## config.mk

```make
export PLATFORM = sky130hd
export DESIGN_NAME = uart_tx_buffered
export DESIGN_NICKNAME = d
export VERILOG_FILES = /design/src/rtl/uart_tx_buffered.sv
export SDC_FILE = /design/constraint.sdc
export NUM_CORES = 1
export LEC_CHECK = 0
export ABC_CLOCK_PERIOD_IN_PS = 9300
export CORE_ASPECT_RATIO = 1.4
export CORE_UTILIZATION = 54
export DETAILED_ROUTE_END_ITERATION = 10
export PLACE_DENSITY = 0.68
export SETUP_SLACK_MARGIN = 0.02
export SYNTH_ARGS = -nofsm -noshare
export SYNTH_HDL_FRONTEND = slang
export SYNTH_SLANG_ARGS = --single-unit
export TNS_END_PERCENT = 20
```

## constraint.sdc

```tcl
create_clock -name clk -period 9.3 [get_ports clk]
set_input_delay 1.395 -clock clk [delete_from_list [all_inputs] [get_ports clk]]
set_output_delay 1.395 -clock clk [all_outputs]
set_load 0.02 [all_outputs]
```

## src/rtl/uart_tx_buffered.sv

```systemverilog
// Buffered 8N1 UART transmitter: a byte FIFO written by the CPU output stage,
// drained by a serializer that sends frames back-to-back when data is waiting.
module uart_tx_buffered #(
    parameter int unsigned CLK_PER_BIT = 868,
    parameter int unsigned DEPTH_LOG2  = 4
) (
    input  logic                  clk,
    input  logic                  reset,
    input  logic                  wr_en,
    input  logic [7:0]            wr_data,
    output logic                  full,
    output logic                  empty,
    output logic [DEPTH_LOG2:0]   count,
    output logic                  busy,
    output logic                  tx_idle,
    output logic                  txd
);

    localparam int unsigned DEPTH = 1 << DEPTH_LOG2;
    localparam int unsigned CNT_W = DEPTH_LOG2 + 1;
    localparam int unsigned CTR_W = (CLK_PER_BIT > 1) ? $clog2(CLK_PER_BIT) : 1;
    localparam logic [CTR_W-1:0] CTR_LAST = CTR_W'(CLK_PER_BIT - 1);

    typedef enum logic [1:0] {
        IDLE,
        START,
        DATA,
        STOP
    } state_e;

    logic [7:0]            mem_q [DEPTH];
    logic [DEPTH_LOG2-1:0] wr_ptr_q, wr_ptr_d;
    logic [DEPTH_LOG2-1:0] rd_ptr_q, rd_ptr_d;
    logic [CNT_W-1:0]      count_q, count_d;
    logic                  full_q, full_d;
    logic                  empty_q, empty_d;
    state_e                state_q, state_d;
    logic [CTR_W-1:0]      ctr_q, ctr_d;
    logic [2:0]            idx_q, idx_d;
    logic [7:0]            sh_q, sh_d;
    logic                  txd_q, txd_d;
    logic                  push;
    logic                  pop;
    logic                  have_data;
    logic                  bit_last;

    // Writes arriving while full are dropped; the CPU is expected to stall on full.
    assign push      = wr_en & ~full_q;
    assign have_data = (count_q != '0);
    assign bit_last  = (ctr_q == CTR_LAST);

    // FIFO pointer and occupancy update
    always_comb begin
        wr_ptr_d = wr_ptr_q;
        rd_ptr_d = rd_ptr_q;
        count_d  = count_q;
        if (push) begin
            wr_ptr_d = wr_ptr_q + DEPTH_LOG2'(1);
        end
        if (pop) begin
            rd_ptr_d = rd_ptr_q + DEPTH_LOG2'(1);
        end
        case ({push, pop})
            2'b10:   count_d = count_q + CNT_W'(1);
            2'b01:   count_d = count_q - CNT_W'(1);
            default: count_d = count_q;
        endcase
        full_d  = (count_d == CNT_W'(DEPTH));
        empty_d = (count_d == '0);
    end

    // Serializer next-state; STOP pops directly into START so frames abut.
    always_comb begin
        state_d = state_q;
        ctr_d   = ctr_q;
        idx_d   = idx_q;
        sh_d    = sh_q;
        txd_d   = txd_q;
        pop     = 1'b0;

        if (!bit_last) begin
            ctr_d = ctr_q + CTR_W'(1);
        end

        case (state_q)
            IDLE: begin
                if (have_data) begin
                    pop     = 1'b1;
                    sh_d    = mem_q[rd_ptr_q];
                    ctr_d   = '0;
                    txd_d   = 1'b0;
                    state_d = START;
                end
            end
            START: begin
                if (bit_last) begin
                    txd_d   = sh_q[0];
                    idx_d   = 3'd0;
                    ctr_d   = '0;
                    state_d = DATA;
                end
            end
            DATA: begin
                if (bit_last) begin
                    ctr_d = '0;
                    if (idx_q == 3'd7) begin
                        txd_d   = 1'b1;
                        state_d = STOP;
                    end else begin
                        idx_d = idx_q + 3'd1;
                        sh_d  = sh_q >> 1;
                        txd_d = sh_q[1];
                    end
                end
            end
            STOP: begin
                if (bit_last) begin
                    if (have_data) begin
                        pop     = 1'b1;
                        sh_d    = mem_q[rd_ptr_q];
                        ctr_d   = '0;
                        txd_d   = 1'b0;
                        state_d = START;
                    end else begin
                        state_d = IDLE;
                    end
                end
            end
            default: begin
                state_d = IDLE;
            end
        endcase
    end

    always_ff @(posedge clk) begin
        if (reset) begin
            wr_ptr_q <= '0;
            rd_ptr_q <= '0;
            count_q  <= '0;
            full_q   <= 1'b0;
            empty_q  <= 1'b1;
            state_q  <= IDLE;
            ctr_q    <= '0;
            idx_q    <= '0;
            sh_q     <= '0;
            txd_q    <= 1'b1;
        end else begin
            wr_ptr_q <= wr_ptr_d;
            rd_ptr_q <= rd_ptr_d;
            count_q  <= count_d;
            full_q   <= full_d;
            empty_q  <= empty_d;
            state_q  <= state_d;
            ctr_q    <= ctr_d;
            idx_q    <= idx_d;
            sh_q     <= sh_d;
            txd_q    <= txd_d;
        end
    end

    // Storage needs no reset: stale entries are unreachable once pointers clear.
    always_ff @(posedge clk) begin
        if (push) begin
            mem_q[wr_ptr_q] <= wr_data;
        end
    end

    assign full    = full_q;
    assign empty   = empty_q;
    assign count   = count_q;
    assign busy    = (state_q != IDLE);
    assign tx_idle = empty_q & ~busy;
    assign txd     = txd_q;

endmodule

```

* Yosys cells after proc, flatten, opt, wreduce, memory -nomap -nowiden
Memories as Yosys holds them, arrays and structs flattened. A register that Yosys moved wholly into a read port is not among the register bits.
Index checks and enable logic that the tools add are counted.
** Operators by class
- Bitwise operators :: 4
- Eq/ne operators :: 14
- Add/subtract/negate cells :: 6
- Order comparisons :: 0
- Mux-type cells :: 35
- Reductions and logical operators :: 11
- Shift-type cells :: 0
- Multipliers :: 0
- Div/mod/pow operators :: 0
** Operators with widths (number)
- 10-bit 2-to-1 mux :: 4
- 8-bit 2-to-1 mux :: 4
- 10-bit case mux with 3 select lines :: 1
- 8-bit case mux with 3 select lines :: 1
- 2-bit != test (second input constant) :: 6
- 10-bit by 1-bit adder with 10-bit output (second input constant) :: 1
- 10-bit equality test (second input constant) :: 1
- 1-bit 2-to-1 mux :: 10
- 2-bit 2-to-1 mux :: 5
- 5-bit case mux with 2 select lines :: 1
- 3-bit 2-to-1 mux :: 3
- 4-bit by 1-bit adder with 4-bit output (second input constant) :: 2
- 4-bit 2-to-1 mux :: 2
- 2-bit case mux with 4 select lines :: 1
- 4-bit AND reduction :: 2
- 2-bit equality test (second input constant) :: 3
- 3-bit case mux with 2 select lines :: 1
- 5-bit by 1-bit adder with 5-bit output (second input constant) :: 1
- 5-bit equality test (second input constant) :: 1
- 5-bit zero test :: 1
- 5-bit AND reduction :: 1
- 5-bit nonzero test :: 1
- 5-bit by 1-bit subtractor with 5-bit output (second input constant) :: 1
- 2-bit by 1-bit equality test with 1-bit output (second input constant) :: 2
- 11 further kinds :: 14
** Storage, ports and cells
- RAM bits :: 128
- Logic and storage cells :: 81
- Memories :: 1
- Output and inout port bits :: 10
- Latch bits :: 0
- ROM bits :: 0
- Register bits after elaboration :: 39
- Input bits :: 11
** Memory list
- mem_q :: words 16, bits a word 8, rd ports 1, clocked after Yosys merged registers in 1, wr ports 1, RTL line 31 : logic [7:0] mem_q [DEPTH];

* Longest topological paths before layout
Gate-level depths: netlist of the first run.
- Depth after elaboration :: 7
- Depth in mapped cells :: 13
- Depth with buffers taken out :: 13

* Worst setup path after synthesis of the first run
No wires, ideal clock.
- Path kind :: input -> register
- From :: input port wr_en
- To :: register full_q (netlist: full)
- Stages on the path :: 10
- Path slack :: 5.871 ns
- Data required time :: 9.184 ns
- Buffers on the path :: 0
- Library setup time :: 0.116 ns
- Arrival :: 3.313 ns
- Cell sequence :: nor2b_1 a211oi_1 nand2_1 xnor2_1 ha_1 nor4b_1 o31ai_1 a311oi_1 nor2_1 and4_1
** Between the ends
- Word-level cells in the longest chain between the ends :: 4
- Elaborated cells between the ends (all ways) :: 5
- Those cells by class :: eq/ne (3); mux (1); bitwise (1)
** RTL lines
- start: declaration :: RTL line 9 : input logic wr_en,
- 1-bit bitwise AND * :: RTL line 48 : assign push = wr_en & ~full_q;
- 2-bit by 1-bit equality test with 1-bit output or 2-bit equality test (tied branches) :: RTL line 63 : case ({push, pop})
- 5-bit case mux with 2 select lines * :: RTL line 63
- 5-bit equality test * :: RTL line 68 : full_d = (count_d == CNT_W'(DEPTH));
- end signal: assignment :: RTL line 151 : full_q <= full_d;
- end: declaration :: RTL line 35 : logic full_q, full_d;
Mark *: on every way between the ends. The rest lies on a longest branch, timed or not.
A chain may end at the register's enable or synchronous reset.

* Final worst setup path of the first run
Ends and elaborated chain as after synthesis.

==> results.toml, run 1 <==
[worst_setup_path]
path_max_fanout = 11
cp.arrival_ns = 4.29
cp_data_required_time_ns = 9.61
reg2regPathDepth = 10
r2r-start = "ctr_q[0]$_SDFF_PP0_"
criticalPathCategory = "input pin to flip-flop"
reg2reg_slack_ns = 5.43
startpoint_type = "input pin"
crit_chain = "clkdlybuf4s50_1 > nor2b_1 > a211oi_1 > nand2_1 > xnor2_1 > ha_1 > nor4b_1 > o31ai_1 > a311oi_1 > nor2_1 > and4_1"
cp_slowest_cell = "nor2b_1"
max_stage_delay_ns = 0.56
end_kind = "flip-flop"
r2r_end = "full$_SDFF_PP0_"

[clocking]
post-cts-setup-buffers = 0
cts_sinks = 171
clkLatencyLatePin_ns = 0.42
ctsResizeCount = 0
clk_path_buf_depth = 2
numCtsBuffers = 17
hold_buffers = 0
clkTransAtPathRegs_ns = 0.07
cts_root_buf = "clkbuf_16"
cts_tree = "yes"
h-tree-depth = 4

[sta]
fin_hold_ws_ns = 0.454
worst_slack_ns = 5.32
slew_violations = 0
relSlewSlack = 0.190
clock_skew_ns = 0.0105
period_share = 0.428
finalHoldViolCount = 0
period_needed_ns = 3.98
worstMarginPinSlew_ns = 1.21
rsz0062_at_grt = "no"
fmax_ghz = 0.251
finalSetupTns_ns = 0
setup_viol = 0

[logic_synthesis]
synth_edf_count = 128
ys_seq_area_frac = 0.655
ys_ff_latch = 171
ys_warn_count = 0
syn_area_per_cell_um2 = 15.3
async_reset_ff_frac = 0
synth_fp_nets = 499
netlist_instances = 471
ys.flop_type = "edfxtp_1"
syn_area_um2 = 7180
synthDistinctLibCells = 50

[final_layout]
n_antenna_cell = 0
final_cell_mix = "edfxtp_1 (128), nor2_1 (59), dfxtp_1 (42)"
drive_gt1_frac = 0.184
mostFrequentLayoutCell = "edfxtp_1"
num-fill-cells = 945
syn_to_final_growth_pct = 13.9
fin_nets = 525
fin_util = 0.632

[power]
combPwrFrac = 0.305
clockPowerShare = 0.298
p_leak_nw = 2.63
seqPwrFrac = 0.397
max-vdd-ir-drop_mv = 0.126
cellPowerDensity_nw_per_um2 = 284
internal_power_mw = 1.57
power_switching_uw = 750
total_power_mw = 2.32
swShare = 0.323

[outcome]
outcome = "finished clean"

[detailed_routing]
routedWlPerCell_um = 20.2
dr.pass1.iters = 4
ant_nets = 0
drtIter0Drc = 248
drc_errors = 0
via_count = 3947
drt_wl_total_um = 13900
vias_per_cell = 5.74

[die]
core_um2 = 12900
ios = 21
rows = 49
fp.dieH_um = 138
die_x_um = 99.5
die_area_um2 = 13800
start_util = 0.555

[place]
place_worst_setup_slack_ns = 4.93
dp_hpwl_um = 8900
routabilityCongestion = 0.827
port_buffers = 20

[min_path]
worstHoldPathCells = 2
min_to = "idx_q[2]$_SDFFE_PP0P_"
hp-class = "flip-flop to flip-flop"
hold_path.startpoint = "idx_q[2]$_SDFFE_PP0P_"

[global_routing]
grt_remaining_overflow = 0
grt.total_usage = 0.220
grt_pass1_vias = 3971
grt_max_degree = 36
antenna_found_initial = 0
grt_pass1_wl_um = 21900

[job]
cap_violations = 0
==> metal layers <==
metal  global-route usage  share of wire
met2                0.379           0.54
met4               0.0991          0.024
met1                0.266           0.39
met5                    0              0
met3               0.0430          0.043
==> worst max-delay path by stage <==
stage | from | to | slack (ns)
floorplan | wr_en | full$_SDFF_PP0_ | 5.87
global placement | wr_en | full$_SDFF_PP0_ | 5.08
detailed placement | wr_en | full$_SDFF_PP0_ | 4.93
CTS | wr_en | full$_SDFF_PP0_ | 5.37
global route | wr_en | full$_SDFF_PP0_ | 5.08
finish | wr_en | full$_SDFF_PP0_ | 5.32
==> per-stage QoR <==
step / instance area [µm²] / cells
after floorplan: 7180 / 471
after global placement: 7600 / 656
after detailed placement: 7600 / 656
after CTS: 8180 / 688
after global routing: 8180 / 688
final: 8180 / 688
==> critical path, delay by kind of cell <==
family	cells	cell delay (ns)
AOI/OAI and AO/OA	3	0.70
xor gates and xnor gates	1	0.08
adders and majority gates	1	0.22
buffers and inverters	1	0.44
and+or+nand+nor	5	1.46
==> registers in the layout, indices dropped and copies added, names as in the netlist, named ones only <==
register  count
full          1
wr_ptr_q      4
mem_q       128
count         5
ctr_q        10
state_q       2
empty         1
idx_q         3
txd           1
rd_ptr_q      4
sh_q          8
==> logic make-up (layout without fill, tap and decap cells) <==
| logic type | Yosys count | count (layout) | share of synthesized area |
|---|---|---|---|
| adders and majority gates | 17 | 17 | 0.0296 |
| xor gates and xnor gates | 17 | 17 | 0.0207 |
| and+or+nand+nor | 131 | 131 | 0.0845 |
| AOI/OAI and AO/OA | 49 | 49 | 0.0510 |
| muxes | 50 | 50 | 0.139 |
| DFF | 171 | 171 | 0.655 |
| buffers and inverters | 36 | 75 | 0.0200 |
==> area by class of cell <==
| cell class | count | area, µm² | area share |
|---|---|---|---|
| clock buffers | 17 | 425 | 0.0520 |
| multi-input cells | 264 | 2340 | 0.286 |
| repair buffers | 32 | 290 | 0.0355 |
| inverters | 11 | 41.3 | 0.00505 |
| well taps | 178 | 223 | 0.0272 |
| clock inverters | 15 | 159 | 0.0194 |
| flip-flops and latches | 171 | 4710 | 0.575 |
==> synth_stat cells (all sizes together), types with 2 or more instances <==
library cell	count	area share
o31a	2	0.0024
nand4	6	0.0052
nand3	4	0.0028
a21oi	13	0.011
nand3b	2	0.0021
o21ai	8	0.0056
xor2	8	0.0098
nor2b	2	0.0017
ha	17	0.030
and2	3	0.0026
mux4	40	0.13
mux2i	10	0.014
a211o	3	0.0037
a211oi	9	0.011
nand2	33	0.017
o31ai	2	0.0028
nor3	10	0.0070
buf	7	0.0049
clkbuf	18	0.0094
nor2	59	0.031
nand4b	2	0.0024
nor4	2	0.0038
nand2b	4	0.0035
edfxtp	128	0.54
inv	11	0.0057
dfxtp	43	0.12
xnor2	9	0.011
==> power by group through the flow <==
stage | clock network (mW) | logic [mW] | registers, mW
after CTS | 0.702 | 0.712 | 0.922
after global routing | 0.735 | 0.782 | 0.929
after detailed placement | 0 | 0.708 | 0.939
after global placement | 0 | 0.696 | 0.936
after floorplan | 0 | 0.542 | 0.939
final | 0.692 | 0.707 | 0.922
Power figures use the tool's default switching activity.
==> run 2: changes to the inputs <==
--- a/config.mk
+++ b/config.mk
@@ -5,11 +5,11 @@
 export SDC_FILE = /design/constraint.sdc
 export NUM_CORES = 1
 export LEC_CHECK = 0
-export ABC_CLOCK_PERIOD_IN_PS = 9300
+export ABC_CLOCK_PERIOD_IN_PS = 3200
 export CORE_ASPECT_RATIO = 1.4
 export CORE_UTILIZATION = 54
 export DETAILED_ROUTE_END_ITERATION = 10
-export PLACE_DENSITY = 0.68
+export PLACE_DENSITY = 0.71
 export SETUP_SLACK_MARGIN = 0.02
 export SYNTH_ARGS = -nofsm -noshare
 export SYNTH_HDL_FRONTEND = slang
==> constraint.sdc (replaced) <==
create_clock -name clk -period 3.2 [get_ports clk]
set_input_delay 0.48 -clock clk [delete_from_list [all_inputs] [get_ports clk]]
set_output_delay 0.48 -clock clk [all_outputs]
set_load 0.02 [all_outputs]
==> results.toml, run 2 (same netlist as run 1, synthesis figures left out) <==
[outcome]
outcome = "finished clean"

[worst_setup_path]
max_stage_delay_ns = 0.51
crit_chain = "ha_4 > or4b_4 > o31a_1 > nor3_2 > ha_2 > nand2b_1 > nor4_4 > o31a_1 > a311oi_2 > nor2_1 > and4_1"
crit_buf_inv = 0
reg2reg_slack_ns = 0.13
crit_family = "simple AND/OR/NAND/NOR gates"
r2r_end = "full$_SDFF_PP0_"
reg2regPathDepth = 11
cp_data_required_time_ns = 3.51
criticalPathCategory = "flip-flop to flip-flop"
end_kind = "flip-flop"
startpoint_type = "flip-flop"
cp_common_cell = "o31a_1"
path_max_fanout = 5
cp_slowest_cell = "or4b_4"
r2r-start = "ctr_q[0]$_SDFF_PP0_"
startpoint = "ctr_q[0]$_SDFF_PP0_"
cp.arrival_ns = 3.38

[final_layout]
n_antenna_cell = 0
multi_input_area_um2 = 2410
largest_reg_flops = 128
largestRegisters = "mem_q (128), ctr_q (10), sh_q (8)"
stdcell_count = 712
final_cell_mix = "edfxtp_1 (128), nor2_1 (59), mux4_2 (40), dfxtp_1 (40), buf_4 (35)"
mostFrequentLayoutCell = "edfxtp_1"
regMostFlops = "mem_q"
seq_area_um2 = 4710
num-fill-cells = 891
drive_gt1_frac = 0.240
fin_nets = 549
syn_to_final_growth_pct = 17.6

[sta]
worstMarginPinSlew_ns = 0.823
fin_hold_ws_ns = 0.467
slew_violations = 0
period_share = 0.961
setup_viol = 0
fmax_ghz = 0.325
clock_skew_ns = 0.00756
finalHoldViolCount = 0
relSlewSlack = 0.449
period_needed_ns = 3.07

[die]
start_util = 0.555
rows = 49
die_area_um2 = 13800
die_x_um = 99.5
fp.dieH_um = 138
ios = 21
core_um2 = 12900

[min_path]
hold_path.startpoint = "idx_q[2]$_SDFFE_PP0P_"
hp-class = "flip-flop to flip-flop"
min_to = "idx_q[2]$_SDFFE_PP0P_"
worstHoldPathCells = 2

[global_routing]
grt_max_degree = 33
met2_usage = 0.396
grt_pass1_vias = 4236
grt_remaining_overflow = 0
grt_pass1_wl_um = 22500
grt.met3_usage = 0.0475
grt.total_usage = 0.222
antenna_found_initial = 0
grt_use_met1 = 0.253
top_usage_layer = "met2"

[detailed_routing]
routedWlPerCell_um = 19.3
dr.pass1.iters = 4
via_count = 4066
drt_wl_total_um = 13800
drc_errors = 0
drtIter0Drc = 230
ant_nets = 0
vias_per_cell = 5.71

[clocking]
clk_path_buf_depth = 2
cts_root_buf = "clkbuf_16"
numCtsBuffers = 17
cts_sinks = 171
h-tree-depth = 4
hold_buffers = 0
clkLatencyLatePin_ns = 0.42
cts_tree = "yes"
clkTransAtPathRegs_ns = 0.07

[place]
place_inst = 673
port_buffers = 20
routabilityCongestion = 0.914
dp_hpwl_um = 9460

[power]
max-vdd-ir-drop_mv = 0.377
p_leak_nw = 2.78
internal_power_mw = 4.77
seqPwrFrac = 0.382
power_switching_mw = 2.27
combPwrFrac = 0.334
swShare = 0.322
clockPowerShare = 0.283
cellPowerDensity_nw_per_um2 = 833

[job]
cap_violations = 0
==> run 2: changes by cell type in the layout (fill, tap and decap cells not counted), sizes merged <==
cell    change
clkbuf      +1
clkinv      -2
inv         +1
buf        +24
==> run 2: per-stage QoR <==
| step | total power [mW] | setup TNS [ns] | util | worst slack, ns | instance area, µm² |
|---|---|---|---|---|---|
| floorplan | 4.31 | 0 | - | 0.153 | 7190 |
| global placement | 4.82 | 0 | 0.598 | 0.138 | 7740 |
| detailed placement | 4.89 | -0.112 | 0.598 | -0.112 | 7740 |
| CTS | 6.96 | 0 | 0.647 | 0.0287 | 8360 |
| global route | 7.42 | -0.00194 | 0.653 | -0.00194 | 8450 |
| finish | 7.04 | 0 | 0.653 | 0.126 | 8450 |
==> run 2: final cells by class <==
class | count | area share
inverter | 11 | 0.00489
timing repair buffer | 56 | 0.0572
clock inverter | 14 | 0.0179
tap | 178 | 0.0264
multi-input combinational | 264 | 0.285
clock buffer | 18 | 0.0508
sequential | 171 | 0.557
==> run 2: power groups by stage <==
stage	Clock (mW)	Combinational, mW	Sequential, mW
finish	1.99	2.35	2.69
global route	2.12	2.59	2.71
CTS	2.03	2.24	2.68
detailed placement	0	2.17	2.73
global placement	0	2.10	2.71
floorplan	0	1.58	2.73
==> run 2: worst min-delay path, stage by stage, from the launching register on <==
cell and delay [ns]:
dfxtp_1 0.32, nand2_1 0.05, a21oi_1 0.05
==> run 2: worst max-delay path by stage <==
stage	end	slack, ns	cells past startpoint
floorplan	full$_SDFF_PP0_	0.15	10
global placement	full$_SDFF_PP0_	0.14	10
detailed placement	full$_SDFF_PP0_	-0.11	12
CTS	full$_SDFF_PP0_	0.03	12
global route	full$_SDFF_PP0_	-0.002	10
finish	full$_SDFF_PP0_	0.13	11
==> run 2: timing repair <==
item                                    CTS  global route
pin swaps                                 3             3
gates resized for setup                   8             6
buffers inserted                          1             6
endpoints found under the setup margin    1             3
==> run 2: routing by layer <==
layer	up-vias	routed length, µm
met1	2061	5300
li1	1894	-
met3	28	328
met2	83	7710
met5	-	0
met4	0	421
